<file path="src/rtl/irq_ctrl_apb.sv">
// APB interrupt controller: pending capture (edge/level), masking, priority/threshold arbitration, claim/clear.
// Define IRQ_CTRL_APB_SYNC_EN to put a 2-flop synchroniser on every irq_trigger_i bit.
module irq_ctrl_apb #(
   parameter int NUM_IRQ = 8,
   parameter int PRIO_W  = 3
) (
   input  logic               pclk_i,
   input  logic               rst_n_i,
   input  logic               enable_i,
   input  logic               psel_i,
   input  logic               penable_i,
   input  logic               pwrite_i,
   input  logic [31:0]        paddr_i,
   input  logic [31:0]        pwdata_i,
   output logic [31:0]        prdata_o,
   output logic               pready_o,
   output logic               pslverr_o,
   input  logic [NUM_IRQ-1:0] irq_trigger_i,
   output logic               interrupt_o
);

   localparam logic [7:0] ADDR_STATUS = 8'h00;
   localparam logic [7:0] ADDR_CLEAR  = 8'h04;
   localparam logic [7:0] ADDR_MASK   = 8'h08;
   localparam logic [7:0] ADDR_THRESH = 8'h0C;
   localparam logic [7:0] ADDR_MODE   = 8'h10;
   localparam logic [7:0] ADDR_CLAIM  = 8'h14;
   localparam logic [7:0] ADDR_PRIO   = 8'h40;
   localparam logic [6:0] NUM_IRQ_L   = 7'(NUM_IRQ);

   logic [NUM_IRQ-1:0] trig;
   logic [NUM_IRQ-1:0] pending;
   logic [NUM_IRQ-1:0] mask;
   logic [NUM_IRQ-1:0] mode;
   logic [NUM_IRQ-1:0] hist;
   logic [NUM_IRQ-1:0] prio_ok;
   logic [NUM_IRQ-1:0] eligible;
   logic [NUM_IRQ-1:0] set_vec;
   logic [NUM_IRQ-1:0] clr_wr;
   logic [NUM_IRQ-1:0] clr_claim;
   logic [NUM_IRQ-1:0] pending_nxt;
   logic [PRIO_W-1:0]  thresh;
   logic [PRIO_W-1:0]  prio [NUM_IRQ];
   logic               claim_valid;
   logic [4:0]         claim_id;
   logic               win_valid;
   logic [4:0]         win_id;
   logic [PRIO_W-1:0]  win_prio;
   logic [31:0]        rd_data;
   logic [31:0]        prdata_q;
   logic               irq_q;

`ifdef IRQ_CTRL_APB_SYNC_EN
   logic [NUM_IRQ-1:0] sync_q1;
   logic [NUM_IRQ-1:0] sync_q2;

   always_ff @(posedge pclk_i or negedge rst_n_i) begin
      if (!rst_n_i) begin
         sync_q1 <= '0;
         sync_q2 <= '0;
      end else if (enable_i) begin
         sync_q1 <= irq_trigger_i;
         sync_q2 <= sync_q1;
      end
   end

   assign trig = sync_q2;
`else
   assign trig = irq_trigger_i;
`endif

   // Address decode: only paddr[7:0] is significant; PRIO slots start at 0x40.
   logic [7:0] addr;
   logic [7:0] prio_off;
   logic [5:0] prio_idx;
   logic       prio_hit;
   logic       fixed_hit;
   logic       mapped;
   logic       ro_hit;
   logic       access;
   logic       wr_en;
   logic       setup_rd;
   logic       claim_rd;

   assign addr      = paddr_i[7:0];
   assign prio_off  = addr - ADDR_PRIO;
   assign prio_idx  = prio_off[7:2];
   assign prio_hit  = (addr >= ADDR_PRIO) && (addr[1:0] == 2'b00) && ({1'b0, prio_idx} < NUM_IRQ_L);
   assign fixed_hit = (addr == ADDR_STATUS) || (addr == ADDR_CLEAR) || (addr == ADDR_MASK) ||
                      (addr == ADDR_THRESH) || (addr == ADDR_MODE) || (addr == ADDR_CLAIM);
   assign mapped    = fixed_hit | prio_hit;
   assign ro_hit    = (addr == ADDR_STATUS) || (addr == ADDR_CLAIM);
   assign access    = psel_i & penable_i;
   assign setup_rd  = psel_i & ~penable_i & ~pwrite_i;
   assign pslverr_o = access & (~mapped | (pwrite_i & ro_hit));
   assign wr_en     = access & pwrite_i & mapped & ~ro_hit;
   assign claim_rd  = access & ~pwrite_i & (addr == ADDR_CLAIM) & claim_valid;
   assign pready_o  = 1'b1;
   assign prdata_o  = prdata_q;
   assign interrupt_o = irq_q;

   logic unused_bits;
   assign unused_bits = ^{paddr_i[31:8], prio_off[1:0], pwdata_i};

   always_comb begin
      rd_data = '0;
      case (addr)
         ADDR_STATUS: rd_data[NUM_IRQ-1:0] = pending;
         ADDR_MASK:   rd_data[NUM_IRQ-1:0] = mask;
         ADDR_THRESH: rd_data[PRIO_W-1:0]  = thresh;
         ADDR_MODE:   rd_data[NUM_IRQ-1:0] = mode;
         ADDR_CLAIM: begin
            rd_data[31]  = claim_valid;
            rd_data[4:0] = claim_id;
         end
         default: begin
            for (int i = 0; i < NUM_IRQ; i++) begin
               if (prio_hit && (prio_idx == 6'(i))) rd_data[PRIO_W-1:0] = prio[i];
            end
         end
      endcase
   end

   always_comb begin
      prio_ok = '0;
      for (int i = 0; i < NUM_IRQ; i++) prio_ok[i] = (prio[i] <= thresh);
   end

   assign eligible = pending & mask & prio_ok;

   // Strict '<' keeps the lowest index on equal priority.
   always_comb begin
      win_valid = 1'b0;
      win_id    = '0;
      win_prio  = '0;
      for (int i = 0; i < NUM_IRQ; i++) begin
         if (eligible[i] && (!win_valid || (prio[i] < win_prio))) begin
            win_valid = 1'b1;
            win_id    = 5'(i);
            win_prio  = prio[i];
         end
      end
   end

   always_comb begin
      clr_claim = '0;
      for (int i = 0; i < NUM_IRQ; i++) begin
         if (claim_rd && (claim_id == 5'(i))) clr_claim[i] = 1'b1;
      end
   end

   assign clr_wr      = (wr_en && (addr == ADDR_CLEAR)) ? pwdata_i[NUM_IRQ-1:0] : '0;
   assign set_vec     = (mode & trig & ~hist) | (~mode & trig);
   assign pending_nxt = (pending | set_vec) & ~(clr_wr | clr_claim);

   // History tracks the input every cycle, so a MODE write always sees a fresh history.
   always_ff @(posedge pclk_i or negedge rst_n_i) begin
      if (!rst_n_i) begin
         pending     <= '0;
         mask        <= '0;
         mode        <= '0;
         hist        <= '0;
         thresh      <= '1;
         claim_valid <= 1'b0;
         claim_id    <= '0;
         prdata_q    <= '0;
         irq_q       <= 1'b0;
         for (int i = 0; i < NUM_IRQ; i++) prio[i] <= PRIO_W'(1);
      end else if (enable_i) begin
         pending     <= pending_nxt;
         hist        <= trig;
         claim_valid <= win_valid;
         claim_id    <= win_id;
         irq_q       <= |eligible;
         if (setup_rd) prdata_q <= rd_data;
         if (wr_en && (addr == ADDR_MASK))   mask   <= pwdata_i[NUM_IRQ-1:0];
         if (wr_en && (addr == ADDR_THRESH)) thresh <= pwdata_i[PRIO_W-1:0];
         if (wr_en && (addr == ADDR_MODE))   mode   <= pwdata_i[NUM_IRQ-1:0];
         for (int i = 0; i < NUM_IRQ; i++) begin
            if (wr_en && prio_hit && (prio_idx == 6'(i))) prio[i] <= pwdata_i[PRIO_W-1:0];
         end
      end
   end

endmodule

</file>
<file path="config.mk">
export PLATFORM = sky130hd
export DESIGN_NAME = irq_ctrl_apb
export DESIGN_NICKNAME = d
export VERILOG_FILES = /design/src/rtl/irq_ctrl_apb.sv
export SDC_FILE = /design/constraint.sdc
export NUM_CORES = 1
export LEC_CHECK = 0
export ABC_AREA = 0
export BUFFER_PORTS_ARGS = -buffer_cell sky130_fd_sc_hd__buf_2
export CORE_ASPECT_RATIO = 0.5
export CORE_UTILIZATION = 35
export CTS_CLUSTER_SIZE = 16
export DETAILED_ROUTE_END_ITERATION = 7
export PLACE_DENSITY = 0.6
export SLEW_MARGIN = 10
export SYNTH_ARGS = -nofsm -noshare
export SYNTH_HDL_FRONTEND = slang
export SYNTH_SLANG_ARGS = --single-unit
</file>
<file path="constraint.sdc">
create_clock -name pclk_i -period 22.1 [get_ports pclk_i]
set_clock_uncertainty 0.1 [all_clocks]
set_input_delay 1.105 -clock pclk_i [delete_from_list [all_inputs] [get_ports pclk_i]]
set_output_delay 1.105 -clock pclk_i [all_outputs]
set_load 0.01 [all_outputs]
</file>
### Yosys cells after proc, flatten, opt, wreduce, memory -nomap -nowiden

Index checks and enable logic that the tools add are counted.

| cells by class | value |
|---|---|
| reduce and logical (&&, ||, !) cells | 75 |
| magnitude comparators | 17 |
| add/subtract/negate cells | 1 |
| equality and inequality tests | 19 |
| mux-type cells | 43 |
| bitwise logic cells | 29 |

Operators with widths:

| operator | count |
|---|---|
| $and A8 B8 Y8 | 6 |
| $mux W3 | 15 |
| $logic_and A1 B1 Y1 | 38 |
| $mux W5 | 6 |
| $eq A6 B3 Y1 const B | 4 |
| $le A3 B3 Y1 | 8 |
| $not A8 Y8 | 3 |
| $or A8 B8 Y8 | 3 |
| $reduce_and A2 Y1 | 12 |
| $lt A3 B3 Y1 | 7 |
| $eq A5 B3 Y1 const B | 4 |
| $mux W1 | 18 |
| $eq A8 B4 Y1 const B | 2 |
| $eq A8 B5 Y1 const B | 2 |
| $pmux W3 S5 | 1 |
| $logic_or A1 B1 Y1 | 13 |
| $eq A6 B2 Y1 const B | 2 |
| $and A1 B1 Y1 | 11 |
| $eq A5 B2 Y1 const B | 2 |
| $pmux W3 S3 | 1 |
| $eq A8 B3 Y1 const B | 1 |
| $ge A8 B7 Y1 const B | 1 |
| $logic_not A8 Y1 | 1 |
| $mux W8 | 1 |
| 12 further kinds | 22 |

| word-level totals | value |
|---|---|
| output and inout bits | 35 |
| bits in registers | 75 |
| word-level logic and storage cells | 201 |

### Depth between registers and ports, before layout

| logic depth | value |
|---|---|
| depth after elaboration | 31 |
| gate-level depth with buffers | 52 |
| gate-level depth less buffers | 52 |

### Least setup slack after synthesis

Ideal clock, no wire load.

| timing | value |
|---|---|
| kind | reg-to-reg |
| start point | register thresh[1] |
| end point | register claim_id[2] |
| cell stages (with the launch flop) | 49 |
| buffers on the path | 0 |
| arrival time | 9696 ps |
| data required time | 21912 ps |
| path slack | 12216 ps |
| library setup time | 88 ps |
| cell sequence | dfstp_2 inv_1 ha_1 a211o_1 a21oi_1 nand2_1 ha_1 a21oi_1 nand2_1 a21oi_1 a22o_1 inv_1 ha_1 o21a_1 nor2_1 a211oi_1 or3_1 nand2_1 (+13 left out) a21o_1 a21o_1 o21ai_0 a32o_2 a211oi_1 a21oi_1 ha_1 a211oi_1 nand2_1 o21ai_1 inv_1 o22ai_1 ha_1 a211oi_1 o21ai_0 a21oi_1 o21ai_1 a41oi_1 |

| on the way | value |
|---|---|
| word-level cells in the longest chain between the ends | 31 |
| elaborated cells between the ends (all ways) | 56 |
| classes of those cells | 15 x order compare; 19 x mux; 1 x bitwise; 21 x reduce/logical |

Ends and longest elaborated chain:

| element | line | source |
|---|---|---|
| start: declaration | 42 | `logic [PRIO_W-1:0] thresh;` |
| start signal: assignment | 177 | `if (wr_en && (addr == ADDR_THRESH)) thresh <= pwdata_i[PRIO_W-1:0];` |
| $le A3 B3 Y1 | 126 | `for (int i = 0; i < NUM_IRQ; i++) prio_ok[i] = (prio[i] <= thresh);` |
| $and A8 B8 Y8 * | 129 | `assign eligible = pending & mask & prio_ok;` |
| $mux W3 or $mux W1 (tied branches) | 137 | `if (eligible[i] && (!win_valid \|\| (prio[i] < win_prio))) begin` |
| $lt A3 B3 Y1 or $logic_not A1 Y1 (tied branches) | 137 |  |
| $logic_or A1 B1 Y1 | 137 |  |
| $logic_and A1 B1 Y1 | 137 |  |
| $mux W3 or $mux W1 (tied branches) | 137 |  |
| $lt A3 B3 Y1 or $logic_not A1 Y1 (tied branches) | 137 |  |
| (+15 left out) | n/a |  |
| $lt A3 B3 Y1 or $logic_not A1 Y1 (tied branches) | 137 |  |
| $logic_or A1 B1 Y1 | 137 |  |
| $logic_and A1 B1 Y1 | 137 |  |
| $mux W3 or $mux W1 (tied branches) | 137 |  |
| $lt A3 B3 Y1 or $logic_not A1 Y1 (tied branches) | 137 |  |
| $logic_or A1 B1 Y1 | 137 |  |
| $logic_and A1 B1 Y1 | 137 |  |
| $mux W5 * | 137 |  |
| end signal: assignment | 173 | `claim_id <= win_id;` |
| end: declaration | 45 | `logic [4:0] claim_id;` |

Every way passes the cells marked *; elsewhere a longest branch is shown, timed or not.
A chain may end at the register's enable or synchronous reset.

### Worst setup path in the final report

Ends and elaborated chain as after synthesis.

==> qor.yml <==
status: "finished, final reports clean"
worstPathRequired_ns: 22.25
layout-drive-gt1-share_pct: 22.3
async_flop_share_pct: 100
maxCapViolCount: 0
hold_viol: 0
cts_buffers: 9
combPwrFrac_pct: 7.8
intPower_uw: 228
ant_nets: 0
yosysTopAreaCell: "dfrtp_1"
final_util_pct: 40.8
fp.dieArea_mm2: 0.0147
drc: 0
fp.dieW_um: 170
io_pins: 113
grt_util_all_layers_pct: 19.6
synth-seq-cells: 73
path_common_cell: "ha_1"
holdPathEnd: "interrupt_o"
final_nets: 675
ys_types: 66
via_per_inst: 5.51
die_h_um: 86.1
ys_seq_area_share_pct: 37.2
peakVddDrop_uv: 39.8
synth_top_area_share_pct: 31.3
synth_flop_cell: "dfrtp_1"
drt_iter0_drc: 284
power.leakage_nw: 2.52
grt_pass1_vias: 4063
diodes: 0
critical_path_class: "reg -> reg"
post_cts_buffers: 0
start_kind: "flip-flop"
num_vias: 4168
rsz0062_at_grt: "false"
power.density_mw_per_mm2: 55.2
maxSlewHeadroom_pct: 26.4
grt_max_degree: 74
cts-htree-levels: 3
min_period_ns: 11.39
rows: 30
grt_overflow_total: 0
worst_pin_slew_ns: 1.10
max_freq_mhz: 87.8
wl_um: 13500
initial_utilization_pct: 36.2
synth-edff-count: 0
pwr-share-clk_pct: 45.9
coreArea_mm2: 0.0137
slew_violations: 0
swShare_pct: 25.9
hold_path_depth: 2
cp-startpoint: "thresh[1]"
dp_hpwl_um: 9830
avgSynthCellArea_um2: 9.54
fin_crit_sh_pct: 51.5
r2r_start: "thresh[1]"
syn_to_final_growth_pct: 12.5
place.gp.congestion: 0.845
hp-start: "interrupt_o"
synth.most_common_cell: "dfrtp_1"
ctsHoldBuffers: 0
ys_warn_count: 0
crit-reg2reg-capture: "claim_id[2]"
syn_inst: 519
cts_sinks: 73
reg2reg_depth: 48
cp_slowest_stage_delay_ns: 0.54
arrival_ns: 11.54
clk_pin_slew_ns: 0.06
hold_ws_ns: 0.393
clkLatencyLatePin_ns: 0.33
grt_first_pass_wirelength_um: 21900
crit_fanout: 9
io_buffers: 40
slowest_stage: "dfstp_2"
ctsResizeCount: 0
p_seq_share_pct: 46.3
setup_tns_ns: 0
netlist_area_mm2: 0.00495
antenna_found_initial: 0
rrSetupSlack_ns: 10.71
dr.pass1.iters: 7
p_switching_uw: 79.7
finalSetupViolCount: 0
wl_per_cell_um: 17.8
clockBufferDepth: 2
synth.area.top_cells: "dfrtp_1, ha_1, mux2_2"
hold_path_class: "reg -> reg"
synth_common_cells: "dfrtp_1, nand2_1, nor2_1, mux2_2, ha_1"
endpoint_kind: "flip-flop"
cts_tree: "built"
cts-root-buf: "clkbuf_16"
finalPower_uw: 307
## logic make-up after synthesis
| family | count (synthesis) | share of synthesized area (%) |
|---|---|---|
| AOI/OAI and AO/OA | 157 | 22.3 |
| adders and majority gates | 38 | 9.60 |
| buffers and inverters | 62 | 6.52 |
| DFF | 73 | 37.2 |
| muxes | 48 | 11.0 |
| other | 2 | 0.152 |
| and+or+nand+nor | 139 | 13.2 |
## routing by layer
metal / GRT usage (%) / wire, um / vias to the layer above
met5: 0 / 0 / -
met4: 5.24 / 183 / 0
met3: 3.88 / 988 / 17
met2: 30.7 / 5910 / 150
met1: 27.5 / 6400 / 2023
li1: - / - / 1978
## power groups by stage
stage | Combinational, mW | Sequential, mW | Clock [mW]
after floorplan | 0.0135 | 0.145 | 0
after CTS | 0.0245 | 0.142 | 0.143
after global routing | 0.0270 | 0.143 | 0.150
after global placement | 0.0241 | 0.145 | 0
after detailed placement | 0.0244 | 0.145 | 0
final | 0.0241 | 0.142 | 0.141
## final cells by class
type / instances / area [um^2]
inverters: 28 / 105
multi-input cells: 406 / 2890
well taps: 192 / 240
clock inverters: 6 / 48.8
clock buffers: 10 / 239
flip-flops and latches: 73 / 1840
fillers: 1367 / 8090
repair buffers: 41 / 210
## sequential cells by signal (all words and copies together), names as in the netlist
register,flops
mask,8
interrupt_o,1
hist,8
pending,8
claim_id,3
mode,8
thresh,3
claim_valid,1
prio,24
prdata_o,9
## per-stage QoR
stage,setup slack (ns),instance area (um^2),std cells
6_report,10.71,5570,756
5_1_grt,9.95,5570,756
4_1_cts,10.81,5570,756
3_5_place_dp,10.87,5280,740
3_3_place_gp,11.01,5280,740
2_1_floorplan,12.22,5030,541
## layout by cell type (no fill, tap or decap), types with 4 or more instances in the layout
master     netlist  layout
a211o_1          5       5
a211oi_1         8       8
a21o_1          10      10
a21oi_1         34      34
a222oi_1        10      10
a22oi_1          4       4
a31oi_1         19      19
buf_2            0      39
clkbuf_16        0       9
conb_1           2      24
dfrtp_1         62      62
dfstp_2         11      11
ha_1            38      38
inv_1           25      25
mux2_1           4       4
mux2_2          39      39
nand2_1         52      52
nand3_1          8       8
nor2_1          40      40
nor3_1           8       8
o211ai_1         4       4
o21a_1           5       5
o21ai_0         23      23
o21ai_1          5       5
or3_1            6       6
## how the worst max path moves through the flow
stage	cells past startpoint	slack [ns]	endpoint
floorplan	48	12.22	claim_id[2]
global placement	48	11.01	claim_id[2]
detailed placement	48	10.87	claim_id[2]
CTS	48	10.81	claim_id[2]
global route	48	9.95	claim_id[2]
finish	48	10.71	claim_id[2]
## worst max-delay path, delay by kind of cell, from the launching register on
family                     cells  cell delay (ns)
and+or+nand+nor                8             1.71
muxes                          2             0.63
AOI/OAI and AO/OA             27             5.44
adders and majority gates      8             2.40
buffers and inverters          3             0.44
DFF                            1             0.54
Power figures use the tool's default switching activity.
